[src/rtl/cpx_accumulate.sv]
// cpx_accumulate: integrates `length` consecutive complex products into one
// complex sum and presents it on a registered output with valid/ready.
// Accumulation of the next block overlaps with the wait for the held result.
//
// Handshake semantics: on the input side a sample transfers on a rising edge
// where m_axis_tvalid & s_axis_tready; on the output side a result transfers
// on a rising edge where s_axis_tvalid & m_axis_tready. Once s_axis_tvalid is
// high, acc_i/acc_q are held unchanged until that transfer happens.
module cpx_accumulate #(
    parameter int i_bits     = 24,
    parameter int q_bits     = 24,
    parameter int acc_i_bits = 32,
    parameter int acc_q_bits = 32,
    parameter int length     = 256,
    parameter int cnt_bits   = 8
) (
    input  logic                         clk,
    input  logic                         reset,
    input  logic                         m_axis_tvalid,
    input  logic                         m_axis_tready,
    input  logic signed [i_bits-1:0]     i,
    input  logic signed [q_bits-1:0]     q,
    output logic                         s_axis_tready,
    output logic                         s_axis_tvalid,
    output logic signed [acc_i_bits-1:0] acc_i,
    output logic signed [acc_q_bits-1:0] acc_q,
    output logic [cnt_bits-1:0]          sample_cnt
);

    // Count value at which the next accepted sample closes the block.
    localparam logic [cnt_bits-1:0] last_cnt = cnt_bits'(length - 1);

    logic signed [acc_i_bits-1:0] sum_i;
    logic signed [acc_q_bits-1:0] sum_q;
    logic signed [acc_i_bits-1:0] ext_i;
    logic signed [acc_q_bits-1:0] ext_q;
    logic                         at_last;
    logic                         accept;
    logic                         accept_final;

    // Sign extension: a size cast of a signed operand replicates the sign bit.
    assign ext_i = acc_i_bits'(i);
    assign ext_q = acc_q_bits'(q);

    assign at_last = (sample_cnt == last_cnt);

    // Ready depends only on registered state (and reset): the final sample of
    // a block is held off while the previous result is still waiting, so a
    // held result can never be overwritten. Non-final samples always flow.
    assign s_axis_tready = ~reset & ~(at_last & s_axis_tvalid);

    assign accept       = m_axis_tvalid & s_axis_tready;
    assign accept_final = accept & at_last;

    // Running sums and sample counter; the final sample restarts the block
    // so the next sample begins a fresh sum with no gap cycle.
    always_ff @(posedge clk) begin
        if (reset) begin
            sum_i      <= '0;
            sum_q      <= '0;
            sample_cnt <= '0;
        end else if (accept) begin
            if (at_last) begin
                sum_i      <= '0;
                sum_q      <= '0;
                sample_cnt <= '0;
            end else begin
                sum_i      <= sum_i + ext_i;
                sum_q      <= sum_q + ext_q;
                sample_cnt <= sample_cnt + cnt_bits'(1);
            end
        end
    end

    // Output register: loads the completed sum one cycle after the final
    // accept and holds it until the downstream side takes it.
    always_ff @(posedge clk) begin
        if (reset) begin
            acc_i         <= '0;
            acc_q         <= '0;
            s_axis_tvalid <= 1'b0;
        end else if (accept_final) begin
            acc_i         <= sum_i + ext_i;
            acc_q         <= sum_q + ext_q;
            s_axis_tvalid <= 1'b1;
        end else if (m_axis_tready) begin
            s_axis_tvalid <= 1'b0;
        end
    end

endmodule
[config.mk]
export PLATFORM = sky130hd
export DESIGN_NAME = cpx_accumulate
export DESIGN_NICKNAME = d
export VERILOG_FILES = /design/src/rtl/cpx_accumulate.sv
export SDC_FILE = /design/constraint.sdc
export NUM_CORES = 1
export LEC_CHECK = 0
export ABC_CLOCK_PERIOD_IN_PS = 4150
export CAP_MARGIN = 10
export CORE_ASPECT_RATIO = 2
export CORE_MARGIN = 10
export CORE_UTILIZATION = 40
export CTS_BUF_LIST = sky130_fd_sc_hd__clkbuf_8 sky130_fd_sc_hd__clkbuf_16
export DETAILED_ROUTE_END_ITERATION = 16
export GPL_ROUTABILITY_DRIVEN = 0
export MAX_ROUTING_LAYER = met4
export PLACE_DENSITY = 0.64
export SETUP_SLACK_MARGIN = 0.15
export SLEW_MARGIN = 20
export SYNTH_ARGS = -nofsm -noshare
export SYNTH_HDL_FRONTEND = slang
export SYNTH_SLANG_ARGS = --single-unit
[constraint.sdc]
create_clock -name clk -period 4.15 [get_ports clk]
set_clock_uncertainty 0.05 [all_clocks]
set_input_delay 0.83 -clock clk [delete_from_list [all_inputs] [get_ports clk]]
set_output_delay 0.83 -clock clk [all_outputs]
set_load 0.1 [all_outputs]
**After elaboration in Yosys (flattened, before gate mapping)**

Cells that the tools add are included.

- Bits in registers: 137
- Bits of input ports: 52

- Mux-type cells: 5
- Bitwise logic cells: 6
- Eq/ne operators: 1
- Reductions and logical operators: 1
- Add/sub/neg operators: 3

Operators by type and width:

| operator | count |
|---|---|
| $add 32x24->32 | 2 |
| $mux 32 | 2 |
| $add 8x1->8 const B | 1 |
| $eq 8x8->1 const B | 1 |
| $mux 8 | 1 |
| $and 1x1->1 | 4 |
| $mux 1 | 2 |
| $not 1->1 | 2 |
| $reduce_bool 2->1 | 1 |

**Logic depth before layout (Yosys ltp)**

Gate-level depths: netlist of the first run.

- Depth after elaboration: 7
- Gate-level depth with buffers: 10
- Depth with buffers taken out: 10

**Worst setup path after synthesis of the first run**

Ideal clock, no wire load.

- Kind: reg2out
- Start point: register sample_cnt[0]
- End point: output s_axis_tready
- Data arrival time: 2.777 ns
- Path slack: 0.493 ns
- Buffers on the path: 0
- Required time: 3.270 ns
- Cell stages (with the launch flop): 5
- Cells stage by stage: dfxtp_1 -> ha_1 -> nand2_1 -> nor2_1 -> a21oi_1

- Word-level cells in the longest chain between the ends: 4

Ends and longest elaborated chain:

| what | line | text |
|---|---|---|
| start, declared | 27 | `output logic [cnt_bits-1:0] sample_cnt` |
| start signal, assigned | 70 | `sample_cnt <= sample_cnt + cnt_bits'(1);` |
| $eq 8x8->1 | 45 | `assign at_last = (sample_cnt == last_cnt);` |
| $and 1x1->1 | 50 | `assign s_axis_tready = ~reset & ~(at_last & s_axis_tvalid);` |
| $not 1->1 | 50 |  |
| $and 1x1->1 | 50 |  |
| end, declared | 23 | `output logic s_axis_tready,` |

No other way between the ends.

**Final worst setup path of the first run**

- Start point: input q[0]
- End point: register sum_q[26]

- Word-level cells in the longest chain between the ends: 2

Ends and longest elaborated chain:

| what | line | text |
|---|---|---|
| start, declared | 22 | `input logic signed [q_bits-1:0] q,` |
| $add 32x24->32 | 69 | `sum_q <= sum_q + ext_q;` |
| $mux 32 | 63 | `if (at_last) begin` |
| end signal, assigned | 69 |  |
| end, declared | 34 | `logic signed [acc_q_bits-1:0] sum_q;` |

No other way between the ends.
A chain may end at the register's enable or synchronous reset.

==> results of run 1 <==
==> power by group <==
part	internal (uW)	total (uW)	switching, uW
clock	1050	1660	608
combinational	427	1050	626
sequential	1390	1440	46.5
total	2870	4150	1280
==> worst max-delay path, delay by kind of cell <==
family	cells	cell delay, ns
AO/OA/AOI/OAI	6	1.55
adder cells (fa/ha/maj)	2	0.64
AND/OR/NAND/NOR	2	0.44
buffers and inverters	1	0.41
==> state kept, by name (all words and copies together) (netlist names) <==
register       flops
acc_i             32
acc_q             32
s_axis_tvalid      1
sample_cnt         8
sum_i             32
sum_q             32
==> per-layer routing <==
layer  track usage [%]  vias up
li1                  -     3777
met1              18.5     3611
met2              39.9      180
met3              2.54       61
met4              9.54        0
met5                 -        -
==> per-stage QoR <==
stage          area (sq um)  std cells  power (uW)  setup slack (ns)
2_1_floorplan          7990        976        2210             0.493
3_3_place_gp           9540       1331        2500             0.158
3_5_place_dp           9540       1331        2510             0.115
4_1_cts               10200       1363        4170             0.560
5_1_grt               10200       1363        4340             0.358
6_report              10200       1363        4150             0.556
==> layout make-up <==
type                            instances  share of cell area (%)
Multi-Input combinational cell        771                    49.1
Sequential cell                       137                    26.9
Clock buffer                           20                    4.59
Inverter                               17                   0.627
Clock inverter                         12                    1.68
Tap cell                              262                    3.22
Timing Repair Buffer                  144                    13.8
==> cells by family (layout without fill, tap and decap cells) <==
family	after synthesis	after routing	synth area share (%)
compound gates	312	312	26.0
xor+xnor	61	61	6.69
fa+ha+maj	65	65	10.4
buf+inv	68	193	3.35
flops	137	137	34.3
mux	3	3	0.376
simple gates	330	330	18.9
==> worst paths after layout <==
| path | to | slack [ns] | cells after the start |
|---|---|---|---|
| hold / removal | acc_q[8] | 0.40 | 2 |
| hold reg to reg | acc_q[8] | 0.40 | 2 |
| setup reg to reg | sum_q[26] | 1.06 | 10 |
| setup / recovery | sum_q[26] | 0.56 | 11 |
==> layout by cell type (no fill, tap or decap), drive strengths merged, types with 3 or more instances in the layout <==
cell type,Yosys,final
o211ai,3,3
o41ai,3,3
a22o,25,25
inv,17,17
nand3,49,49
nor2,74,74
mux2i,3,3
a31oi,10,10
a22oi,20,20
or3,8,8
xor2,21,21
o31ai,5,5
nor3,17,17
nand2,122,122
o21bai,11,11
a31o,4,4
a211oi,7,7
o21a,5,5
ha,63,63
bufinv,0,4
clkinv,0,8
nor2b,6,6
xnor2,40,40
clkdlybuf4s50,0,124
and3,20,20
a221oi,4,4
a21oi,75,75
dfxtp,137,137
buf,8,20
and2,6,6
a32o,3,3
o21ai,78,78
nand4,18,18
clkbuf,43,20
a21o,37,37
a2111oi,3,3
a21boi,4,4
==> results.txt, run 1 <==
----------------------------------------------------
[STA]
  Relative slew margins ... 27.4%
  Total of endpoints with negative setup slack in the final report ... 0
  Max-slew violations ... 0
  Minimum period implied by the final worst setup slack ... 3.59 ns
  Unrepaired setup endpoints after global routing ... false
  Final hold violation count ... 0
  Max Clk Rate ... between 200 and 300 MHz
  Sum Neg Setup Slack ... 0 ns
  Final worst path period share ... 86.6%
  Worst hold margin ... 0.402 ns
  Actual slew at the worst max-slew pin ... 1.09 ns

[Detailed routing]
  Detailed route wirelength on metal2 ... 14.7 mm
  Final routed wirelength across all metal layers ... 25.9 mm
  Wire length per cell ... ~19 um
  DRC viols ... 0
  Routed vias/inst ... 5.60
  Uppermost routed layer ... met4
  Via count ... roughly 7600
  Length of routed wiring on met1 ... 9.35 mm
  Sum of met3 wire segment lengths after detailed routing ... 774 um
  DRT Pass-1 Iters ... 5
  DRT antenna net count ... 0
  Number of DRC markers after the initial detailed-route iteration ... 344

[Worst hold path]
  Class of the tightest hold or removal check ... flip-flop to flip-flop
  Hold wc startpoint ... acc_q[8]

[Global routing]
  GRT Total Usage ... 20.3%
  First-pass GRT wire length ... 41.5 mm
  Remaining Overflow, GRT ... 0
  Vias in the first global route ... between 8000 and 9000
  Pin count of the biggest net entering global routing ... 65
  Initial antenna violation count ... 0

[Floorplan]
  Die outline height ... around 220 um
  Boundary pin count ... 126
  Die outline area ... 26400 sq um
  Area inside the core boundary ... 19800 sq um
  Horizontal die dimension ... 120 um
  Starting density of the core ... between 40% and 50%
  Row count ... 73

[Yosys]
  Post-synth top cells ... 137 x dfxtp_1, 122 x nand2_1, 76 x o21ai_0
  Main synth FF type ... dfxtp_1
  Most instantiated library cell after synthesis ... dfxtp_1
  Share of Yosys cell area claimed by the top area cell type ... 34.3%
  Synth Cell Area ... 7990 sq um
  Cell taking the most area after synthesis ... dfxtp_1
  Sequential area share after synthesis ... about a third
  Number of distinct library cells after synthesis ... 66
  Nets in the synthesized netlist ... 1093
  Largest cells by area after synthesis ... dfxtp_1 34%, ha_1 9.9%, nand2_1 5.7%
  Cells after synthesis ... 976
  Number of warnings issued by yosys ... 0
  Number of flip-flops and latches in the synthesized netlist ... between 100 and 150
  Synthesized area divided by synthesized cell count ... a little over 8 sq um
  Async SR Flop Fraction ... 0%
  Number of enable flip-flop cells after synthesis ... 0

[Clock tree]
  Insertion delay of the later-clocked pin in the worst-skew pair ... 0.44 ns
  Number of gates resized after cts ... 0
  Post-CTS setup buffers ... 0
  Hold buffer count at CTS ... 0
  TritonCTS clock tree ... done
  Sinks on the clock net ... 137
  Maximum level of the CTS H-tree ... 4
  Number of clock buffers inserted by TritonCTS ... 17
  Root buf cell ... clkbuf_16
  Clock transition at the registers of the reported paths ... 0.06 ns
  CTS max path bufs ... 2

[Cells and area]
  Util after Layout ... approximately half
  Number of filler cells placed in the layout ... between 1500 and 2000
  Final Net Count ... around 1200
  Fraction of layout instances using a drive strength above 1 ... 6.63%
  Antenna diodes ... 0
  Area delta synth->final ... 27.4%
  Area taken by multi-input logic gates ... 5000 sq um
  Register area ... 2740 sq um

[Critical path]
  Most common cell on crit path ... a21oi_1
  Worst endpoint data arrival time ... 3.87 ns
  Worst setup path start ... q[0]
  Crit end category ... flip-flop
  Origin of the critical flop-to-flop path ... sum_q[0]
  Cell Chain, Critical Path ... clkdlybuf4s50_1 > ha_1 > fa_1 > a21oi_1 > o21ai_0 > a21oi_1 > o21ai_2 > a2111oi_2 > nor3_1 > or3_1 > a32o_1
  Data required time at the worst endpoint ... approximately 4.4 ns
  Peak fanout along the critical path ... 3
  Slowest cell delay on critical path ... about 0.45 ns
  Type of the worst setup path ... primary input to flip-flop
  Kind of start point of the critical path ... primary input
  CP max stage cell ... a2111oi_2

[Placement]
  Number of buffer cells added on primary ports ... 125
  Post-DP HPWL ... 19.6 mm

[Run]
  Max Cap Violations ... 0

[Power]
  Leak Pwr ... 0.00431 uW
  Power density over the cells ... 408 nW/um^2
  Peak supply drop ... 0.000241 V

[Status]
  Run status ... finished, final reports clean

----------------------------------------------------
Note: power is estimated with default switching activity, not from simulation.
==> run 2: changes to the inputs <==
CORE_UTILIZATION = 39   (was 40)
PLACE_DENSITY = 0.63   (was 0.64)
==> results.txt, run 2 (synthesized netlist as in run 1, its figures left out) <==
----------------------------------------------------
[Placement]
  Post-DP HPWL ... approximately 19 mm
  Number of buffer cells added on primary ports ... 125

[Global routing]
  Met2 usage ... 36.7%
  Gr busiest metal ... met2
  GR Util met3 ... approximately 2.8%
  Vias in the first global route ... about 7800
  First-pass GRT wire length ... 40.3 mm
  Pin count of the biggest net entering global routing ... 65
  Remaining Overflow, GRT ... 0
  Met1 track utilization from global routing ... about 18%
  Initial antenna violation count ... 0
  GRT Total Usage ... 19.4%

[Clock tree]
  Sinks on the clock net ... roughly 140
  Maximum level of the CTS H-tree ... 4
  Clock transition at the registers of the reported paths ... approximately 0.06 ns
  Number of clock buffers inserted by TritonCTS ... 17
  TritonCTS clock tree ... done
  Root buf cell ... clkbuf_16
  CTS max path bufs ... 2
  Post-CTS setup buffers ... 0
  Number of gates resized after cts ... 0
  Hold buffer count at CTS ... 0
  Insertion delay of the later-clocked pin in the worst-skew pair ... around 0.44 ns

[Cells and area]
  Commonest non-fill, non-tap cell in the layout ... dfxtp_1
  Commonest non-fill, non-tap cells in the layout ... 137 x dfxtp_1, 124 x clkdlybuf4s50_1, 122 x nand2_1, 76 x o21ai_0, 74 x a21oi_1
  Fraction of layout instances using a drive strength above 1 ... 6.19%
  Area delta synth->final ... 26.6%
  Final Net Count ... about 1200
  Number of filler cells placed in the layout ... 1974
  Register area ... approximately 2700 sq um
  Antenna diodes ... 0
  Util after Layout ... roughly half
  Area taken by multi-input logic gates ... roughly 5000 sq um

[Worst hold path]
  Class of the tightest hold or removal check ... flip-flop to flip-flop

[STA]
  Final worst path period share ... 84.4%
  Total of endpoints with negative setup slack in the final report ... 0
  Sum Neg Setup Slack ... 0 ns
  Final hold violation count ... 0
  Relative slew margins ... between 20% and 30%
  Unrepaired setup endpoints after global routing ... false
  Max-slew violations ... 0
  Max Clk Rate ... around 290 MHz
  Minimum period implied by the final worst setup slack ... ~3.5 ns
  Actual slew at the worst max-slew pin ... 1.10 ns

[Power]
  Power density over the cells ... between 300 and 400 nW/um^2
  Leak Pwr ... between 0.004 and 0.005 uW
  Peak supply drop ... 0.000219 V

[Critical path]
  Origin of the critical flop-to-flop path ... sum_q[0]
  Type of the worst setup path ... primary input to flip-flop
  Cell Chain, Critical Path ... clkdlybuf4s50_1 > ha_1 > fa_1 > a21oi_1 > o21ai_0 > a21oi_1 > o21ai_2 > a2111oi_2 > nor3_1 > or3_1 > a32o_1
  CP max stage cell ... a2111oi_2
  Peak fanout along the critical path ... 3
  Crit end category ... flip-flop
  Slowest cell delay on critical path ... 0.49 ns
  Register-to-Register Path Depth ... 10
  CP Capture Point ... sum_q[26]
  Most common cell on crit path ... a21oi_1
  FF-to-FF End ... sum_q[26]
  Worst R2R Setup Slack ... 1.16 ns
  Worst endpoint data arrival time ... 3.78 ns
  Kind of start point of the critical path ... primary input
  Data required time at the worst endpoint ... 4.43 ns
  Worst setup path start ... q[0]

[Floorplan]
  Die outline height ... 222 um
  Row count ... 74
  Die outline area ... approximately 27000 sq um
  Starting density of the core ... roughly two fifths
  Area inside the core boundary ... slightly above 20000 sq um
  Horizontal die dimension ... 121 um
  Boundary pin count ... 126

[Run]
  Max Cap Violations ... 0

[Detailed routing]
  Final routed wirelength across all metal layers ... roughly 26 mm
  Routed vias/inst ... 5.57
  Number of DRC markers after the initial detailed-route iteration ... 350
  Wire length per cell ... 18.8 um
  DRC viols ... 0
  DRT antenna net count ... 0
  Via count ... approximately 7600
  DRT Pass-1 Iters ... 6

[Status]
  Run status ... finished, final reports clean

----------------------------------------------------
==> run 2: cell count changes in the layout (fill, tap and decap cells not counted), moves of 2 or more <==
cell        delta
bufinv_16      -2
clkinv_2       -2
clkinv_4       -3
clkinvlp_4     +3
inv_1          +3
==> run 2: report_power, final <==
part	internal [uW]	leakage (uW)	total [uW]	switching, uW
sequential	1390	0.00111	1440	45.6
combinational	427	0.00288	1050	623
clock	897	0.000280	1480	579
total	2710	0.00428	3960	1250
==> run 2: worst min-delay path by stage <==
stage	from	end	slack, ns	cells past startpoint
after floorplan	sum_i[22]	sum_i[22]	0.38	2
after global placement	sum_q[21]	sum_q[21]	0.39	2
after detailed placement	acc_q[7]	acc_q[7]	0.40	2
after CTS	sum_q[2]	sum_q[2]	0.41	2
after global routing	sum_q[2]	sum_q[2]	0.43	2
final	acc_q[7]	acc_q[7]	0.41	2
==> run 2: worst max-delay path: cells and delay by family <==
family                   cells  cell delay, ns
adder cells (fa/ha/maj)      2            0.64
AND/OR/NAND/NOR              2            0.45
AO/OA/AOI/OAI                6            1.47
buffers and inverters        1            0.40
==> run 2: routing by layer <==
metal  wire length [um]  share of wire [%]
met1               9380                 37
met2              14200                 56
met3                749                2.9
met4               1260                4.9
met5                  0                  0
==> run 2: through the flow <==
| stage | setup WS (ns) | power (uW) | cell area (sq um) | hold slack [ns] | std cells |
|---|---|---|---|---|---|
| after global routing | 0.475 | 4150 | 10100 | 0.425 | 1365 |
| after CTS | 0.639 | 3990 | 10100 | 0.407 | 1365 |
| final | 0.647 | 3960 | 10100 | 0.405 | 1365 |
| after detailed placement | 0.174 | 2500 | 9560 | 0.399 | 1335 |
| after global placement | 0.208 | 2500 | 9560 | 0.392 | 1335 |
| after floorplan | 0.493 | 2210 | 7990 | 0.379 | 976 |
==> run 2: final cells by class <==
| cell class | count | area share, % |
|---|---|---|
| clock buffer | 19 | 4.48 |
| clock inverter | 11 | 1.08 |
| inverter | 17 | 0.631 |
| multi-input combinational | 771 | 49.4 |
| sequential | 137 | 27.1 |
| tap | 266 | 3.29 |
| timing repair buffer | 144 | 14.0 |
